[src/rtl/smm_stream_bridge.sv]
// Streaming bridge for the 4x4 Strassen multiply core. It packs 16 A elements and
// then 16 B elements into wide operand buses, fires one load pulse, captures the
// result LATENCY cycles later and drains the 16 result elements row-major.
// Latency: the result is captured at the end of cycle t+LATENCY after mm_load in
// cycle t, and m_valid_o rises in cycle t+LATENCY+1.
// Backpressure: s_ready_o is low outside FILL_A/FILL_B, and the drain holds its
// element until m_ready_i is high.
// Ports: clk_i/rst_ni (async active-low); s_data_i/s_valid_i/s_ready_o/cfg_sel_i
// form the operand stream; mm_a_o/mm_b_o/mm_load_o/mm_sel_o/mm_c_i connect to the
// core; m_data_o/m_valid_o/m_ready_i/m_last_o form the result stream; perf_jobs_o
// is present only when SMM_BRIDGE_PERF_EN is defined.
module smm_stream_bridge #(
   parameter int DATAWIDTH = 32,
   parameter int BUSWIDTH  = DATAWIDTH*16,
   parameter int LATENCY   = 6
) (
   input  logic                 clk_i,
   input  logic                 rst_ni,
   input  logic [DATAWIDTH-1:0] s_data_i,
   input  logic                 s_valid_i,
   output logic                 s_ready_o,
   input  logic                 cfg_sel_i,
   output logic [BUSWIDTH-1:0]  mm_a_o,
   output logic [BUSWIDTH-1:0]  mm_b_o,
   output logic                 mm_load_o,
   output logic                 mm_sel_o,
   input  logic [BUSWIDTH-1:0]  mm_c_i,
   output logic [DATAWIDTH-1:0] m_data_o,
   output logic                 m_valid_o,
   input  logic                 m_ready_i,
`ifdef SMM_BRIDGE_PERF_EN
   output logic [31:0]          perf_jobs_o,
`endif
   output logic                 m_last_o
);

   localparam int CW = $clog2(LATENCY+1);

   typedef enum logic [2:0] {FILL_A, FILL_B, ISSUE, WAIT, DRAIN} state_e;

   state_e               state_q, state_d;
   logic [3:0]           idx_q, idx_d;
   logic [CW-1:0]        cnt_q, cnt_d;
   logic [BUSWIDTH-1:0]  mm_a_q, mm_a_d;
   logic [BUSWIDTH-1:0]  mm_b_q, mm_b_d;
   logic [BUSWIDTH-1:0]  res_q, res_d;
   logic                 sel_q, sel_d;
   logic                 s_hs, m_hs;

   // s_ready is gated by reset so nothing is accepted while reset is asserted.
   assign s_ready_o = rst_ni && ((state_q == FILL_A) || (state_q == FILL_B));
   assign mm_load_o = (state_q == ISSUE);
   assign m_valid_o = (state_q == DRAIN);
   assign m_last_o  = (state_q == DRAIN) && (idx_q == 4'd15);
   assign m_data_o  = res_q[idx_q*DATAWIDTH +: DATAWIDTH];
   assign mm_a_o    = mm_a_q;
   assign mm_b_o    = mm_b_q;
   assign mm_sel_o  = sel_q;

   assign s_hs = s_valid_i && s_ready_o;
   assign m_hs = m_valid_o && m_ready_i;

   always_comb begin
      state_d = state_q;
      idx_d   = idx_q;
      cnt_d   = cnt_q;
      mm_a_d  = mm_a_q;
      mm_b_d  = mm_b_q;
      res_d   = res_q;
      sel_d   = sel_q;
      case (state_q)
         FILL_A: begin
            if (s_hs) begin
               mm_a_d[idx_q*DATAWIDTH +: DATAWIDTH] = s_data_i;
               // Mode is taken from the first A element only.
               if (idx_q == 4'd0) sel_d = cfg_sel_i;
               if (idx_q == 4'd15) begin
                  idx_d   = 4'd0;
                  state_d = FILL_B;
               end else begin
                  idx_d = idx_q + 4'd1;
               end
            end
         end
         FILL_B: begin
            if (s_hs) begin
               mm_b_d[idx_q*DATAWIDTH +: DATAWIDTH] = s_data_i;
               if (idx_q == 4'd15) begin
                  idx_d   = 4'd0;
                  state_d = ISSUE;
               end else begin
                  idx_d = idx_q + 4'd1;
               end
            end
         end
         ISSUE: begin
            // The counter reaches 0 exactly LATENCY cycles after the load cycle.
            cnt_d   = CW'(LATENCY-1);
            state_d = WAIT;
         end
         WAIT: begin
            if (cnt_q == '0) begin
               res_d   = mm_c_i;
               state_d = DRAIN;
            end else begin
               cnt_d = cnt_q - CW'(1);
            end
         end
         DRAIN: begin
            if (m_hs) begin
               if (idx_q == 4'd15) begin
                  idx_d   = 4'd0;
                  state_d = FILL_A;
               end else begin
                  idx_d = idx_q + 4'd1;
               end
            end
         end
         default: state_d = FILL_A;
      endcase
   end

   always_ff @(posedge clk_i or negedge rst_ni) begin
      if (!rst_ni) begin
         state_q <= FILL_A;
         idx_q   <= 4'd0;
         cnt_q   <= '0;
         mm_a_q  <= '0;
         mm_b_q  <= '0;
         res_q   <= '0;
         sel_q   <= 1'b0;
      end else begin
         state_q <= state_d;
         idx_q   <= idx_d;
         cnt_q   <= cnt_d;
         mm_a_q  <= mm_a_d;
         mm_b_q  <= mm_b_d;
         res_q   <= res_d;
         sel_q   <= sel_d;
      end
   end

`ifdef SMM_BRIDGE_PERF_EN
   logic [31:0] perf_q, perf_d;

   always_comb begin
      perf_d = perf_q;
      if (m_hs && m_last_o) perf_d = perf_q + 32'd1;
   end

   always_ff @(posedge clk_i or negedge rst_ni) begin
      if (!rst_ni) perf_q <= 32'd0;
      else         perf_q <= perf_d;
   end

   assign perf_jobs_o = perf_q;
`endif

endmodule
[config.mk]
export PLATFORM = sky130hd
export DESIGN_NAME = smm_stream_bridge
export DESIGN_NICKNAME = d
export VERILOG_FILES = /design/src/rtl/smm_stream_bridge.sv
export SDC_FILE = /design/constraint.sdc
export NUM_CORES = 2
export LEC_CHECK = 0
export CAP_MARGIN = 20
export CORE_AREA = 2 2 627 629
export DETAILED_ROUTE_END_ITERATION = 7
export DIE_AREA = 0 0 629 631
export GPL_TIMING_DRIVEN = 0
export PLACE_DENSITY = 0.4
export SLEW_MARGIN = 20
export SYNTH_ARGS = -nofsm -noshare
export SYNTH_HDL_FRONTEND = slang
export SYNTH_SLANG_ARGS = --single-unit
[constraint.sdc]
create_clock -name clk_i -period 5 [get_ports clk_i]
set_clock_uncertainty 0.2 [all_clocks]
set_input_delay 1 -clock clk_i [delete_from_list [all_inputs] [get_ports clk_i]]
set_output_delay 1 -clock clk_i [all_outputs]
set_load 0.1 [all_outputs]
==> reports/metrics.yaml <==
status:
  status: "complete, no violations"
critical_path:
  r2r_cells: 11
  timing.rr.end: "mm_b_o[121]"
  r2r-start: "idx_q[1]"
  required_ns: 5.63
  crit_type: "reg2reg"
  cp-end-kind: "register"
  ff2ff_setup_slack_ns: 0.15
  setup.worst_path.start_class: "register"
  crit_fanout: 11
  endpoint: "mm_b_o[121]"
  crit_path_top_delay_cell: "nand2_1"
  worstPathCellList: "buf_2 > clkbuf_2 > inv_1 > clkbuf_2 > ha_1 > nor2b_2 > clkbuf_1 > clkbuf_1 > nand2_1 > nor2_1 > mux2_2"
  startpoint: "idx_q[1]"
  cpPeakStageDelay_ns: 0.62
  worstPathArrival_ns: 5.48
layout:
  finalNetCount: 7055
  area_delta_synth_final_pct: 48.4
  layout_common_cells: "dfrtp_1, clkdlybuf4s50_1, mux2_2, nand2_1, mux2i_1"
  drive_gt1_frac: 0.278
  final_common_cell: "dfrtp_1"
power_and_ir_drop:
  power_mw: 67.5
  p_leak_nw: 40.6
  vdd_ir_drop_max_v: 0.000803
  power_density_nw_per_um2: 711
logic_synthesis:
  synth-edff-count: 0
  synth_fp_nets: 5192
  postSynthAreaPerCell_um2: 13.8
  synth_xor_area_frac: 0.000274
  synthMuxAreaShare: 0.270
  synth_top_family_by_area: "multiplexers"
  yosysWarnings: 0
  synthAdderAreaFrac: 0.00137
  yosys.area_share.simple: 0.0507
  syn_inst: 4636
  synth_compound_area_frac: 0.0325
  ys_ff_latch: 1547
  synth.distinct_cells: 51
  async_reset_ff_frac: 1.00
  netlist_area_um2: 64000
  ys.flop_type: "dfrtp_1"
  ys_seq_area_frac: 0.605
route:
  vias_per_cell: 3.92
  wl_met1_um: 137000
  highest_layer: "met5"
  wl_met3_um: 22800
  firstDrtPassIters: 5
  routed-wl-met2_um: 208000
  ant_nets: 0
  route.vias.total: 46900
  drc: 0
  routedWlPerCell_um: 32.3
  drtIter0Drc: 2689
  wl_um: 386000
place:
  gp_congestion: 0.824
  hpwl_um: 315000
  place_ws_ns: -2.16
  portBuffers: 1577
clock_tree:
  clock-sinks: 1547
  clk_latency_ns: 0.86
  cts-root-buf: "clkbuf_16"
  path_clk_slew_ns: 0.06
  clock_path_buffers: 4
  cts_tree: "built"
  cts_buffers: 202
  ctsHtreeMaxLevel: 4
sta:
  hold_viol_final: 0
  worstMarginPinSlew_ns: 1.23
  slew_headroom: 0.177
  slew_viol_final: 0
  setup_viol: 0
  period_minus_slack_ns: 4.85
  period_share: 0.971
  rsz0062_at_grt: "true"
  fmax_mhz: 206
  whs_ns: 0.0310
  worst_slack_ns: 0.147
die:
  die_y_um: 631
  start_util: 0.164
  ios: 1610
  core-area_um2: 391000
  fp.dieW_um: 629
  num_rows: 230
  dieArea_um2: 397000
global_routing:
  grt_max_degree: 140
  grt.total_usage: 0.189
  antenna_found_initial: 184
  gr-total-overflow: 0
  first_global_vias: 49700
  grt_pass1_wl_um: 501000
job:
  drv_cap: 0
hold_path:
  hold_path_class: "in2async"
-- metrics by stage --
stage               instances  setup TNS (ns)  cell area (um2)   util
global placement        11400               -            86300  0.221
CTS                     11900        -0.00272            94700  0.242
floorplan                4636               0            64000      -
detailed placement      11500        -1364.95            87400  0.224
finish                  11900               0            95000  0.243
global route            11900          -0.607            94800  0.243
-- report_power, final --
| part | leakage, nW | switching (mW) | internal (mW) | total, mW |
|---|---|---|---|---|
| registers | 19.4 | 1.76 | 15.3 | 17.1 |
| logic | 17.9 | 26.9 | 8.31 | 35.2 |
| clock network | 3.34 | 6.20 | 9.05 | 15.3 |
-- how the worst min path moves through the flow --
stage / startpoint / endpoint / slack, ns
finish: rst_ni / res_q[400] / 0.03
global route: rst_ni / res_q[400] / 0.03
CTS: rst_ni / res_q[493] / 0.0002
detailed placement: mm_b_o[162] / mm_b_o[162] / 0.27
global placement: mm_a_o[163] / mm_a_o[163] / 0.27
floorplan: cnt_q[1] / cnt_q[1] / 0.26
-- Yosys cell counts, drive strengths merged (2+ instances only) --
library cell,count,area (um2)
and4b,2,20.0
dfrtp,1547,38700
buf,159,970
o21ai,267,1360
nor2,78,303
o2111ai,10,87.6
clkbuf,158,593
a21oi,34,170
mux2i,288,2880
ha,7,87.6
and3b,2,17.5
nand2b,5,31.3
nand2,404,1520
and3,42,263
nor2b,8,50.1
o21bai,2,15.0
and2,66,413
inv,262,983
mux4,128,2880
or2,2,12.5
nand4,2,27.5
a2111oi,14,385
nand3,105,526
nor3,4,25.0
mux2,1025,11500
-- final cells by class --
class	instances	area (um2)
Tap cell	5220	6530
Antenna cell	76	190
Timing Repair Buffer	1661	16900
Fill cell	41300	296000
Clock buffer	281	5750
Sequential cell	1547	38700
Multi-Input combinational cell	2509	23000
Inverter	263	992
Buffer	315	1820
Clock inverter	72	1060
-- sequential cells by signal (all words and copies together) (netlist names) --
signal,cells
idx_q,4
cnt_q,3
res_q,512
mm_sel_o,1
mm_a_o,512
state_q,3
mm_b_o,512
-- worst max-delay path, delay by kind of cell (launching register included) --
| kind | cells | cell delay (ns) |
|---|---|---|
| buffers and inverters | 6 | 1.85 |
| AND/OR/NAND/NOR | 3 | 1.59 |
| adder cells (fa/ha/maj) | 1 | 0.54 |
| flip-flops | 1 | 0.36 |
| multiplexers | 1 | 0.23 |
-- cells by family (layout without fill, tap and decap cells) --
family                     after synthesis  in the layout
AOI/OAI and AO/OA                      334            334
xor gates and xnor gates                 2              2
adders and majority gates                7              7
buffers and inverters                  580           2592
DFF                                   1547           1547
muxes                                 1441           1441
other                                    0             76
and+or+nand+nor                        725            725
-- repair_timing --
| item | in CTS | in global routing |
|---|---|---|
| buffers inserted | 12 | 2 |
| hold buffers | 6 | 1 |
| endpoints found under the hold margin | 61 | 3 |
| pin swaps | 8 | 0 |
| gates resized for setup | 258 | 9 |
| setup endpoints to repair | 1057 | 51 |
-- layer usage --
metal  track usage  up-vias
met5             0        -
met3        0.0451      536
met4        0.0798       90
met1         0.198    24700
met2         0.358     1558
li1              -    20000
Power figures use the tool's default switching activity.
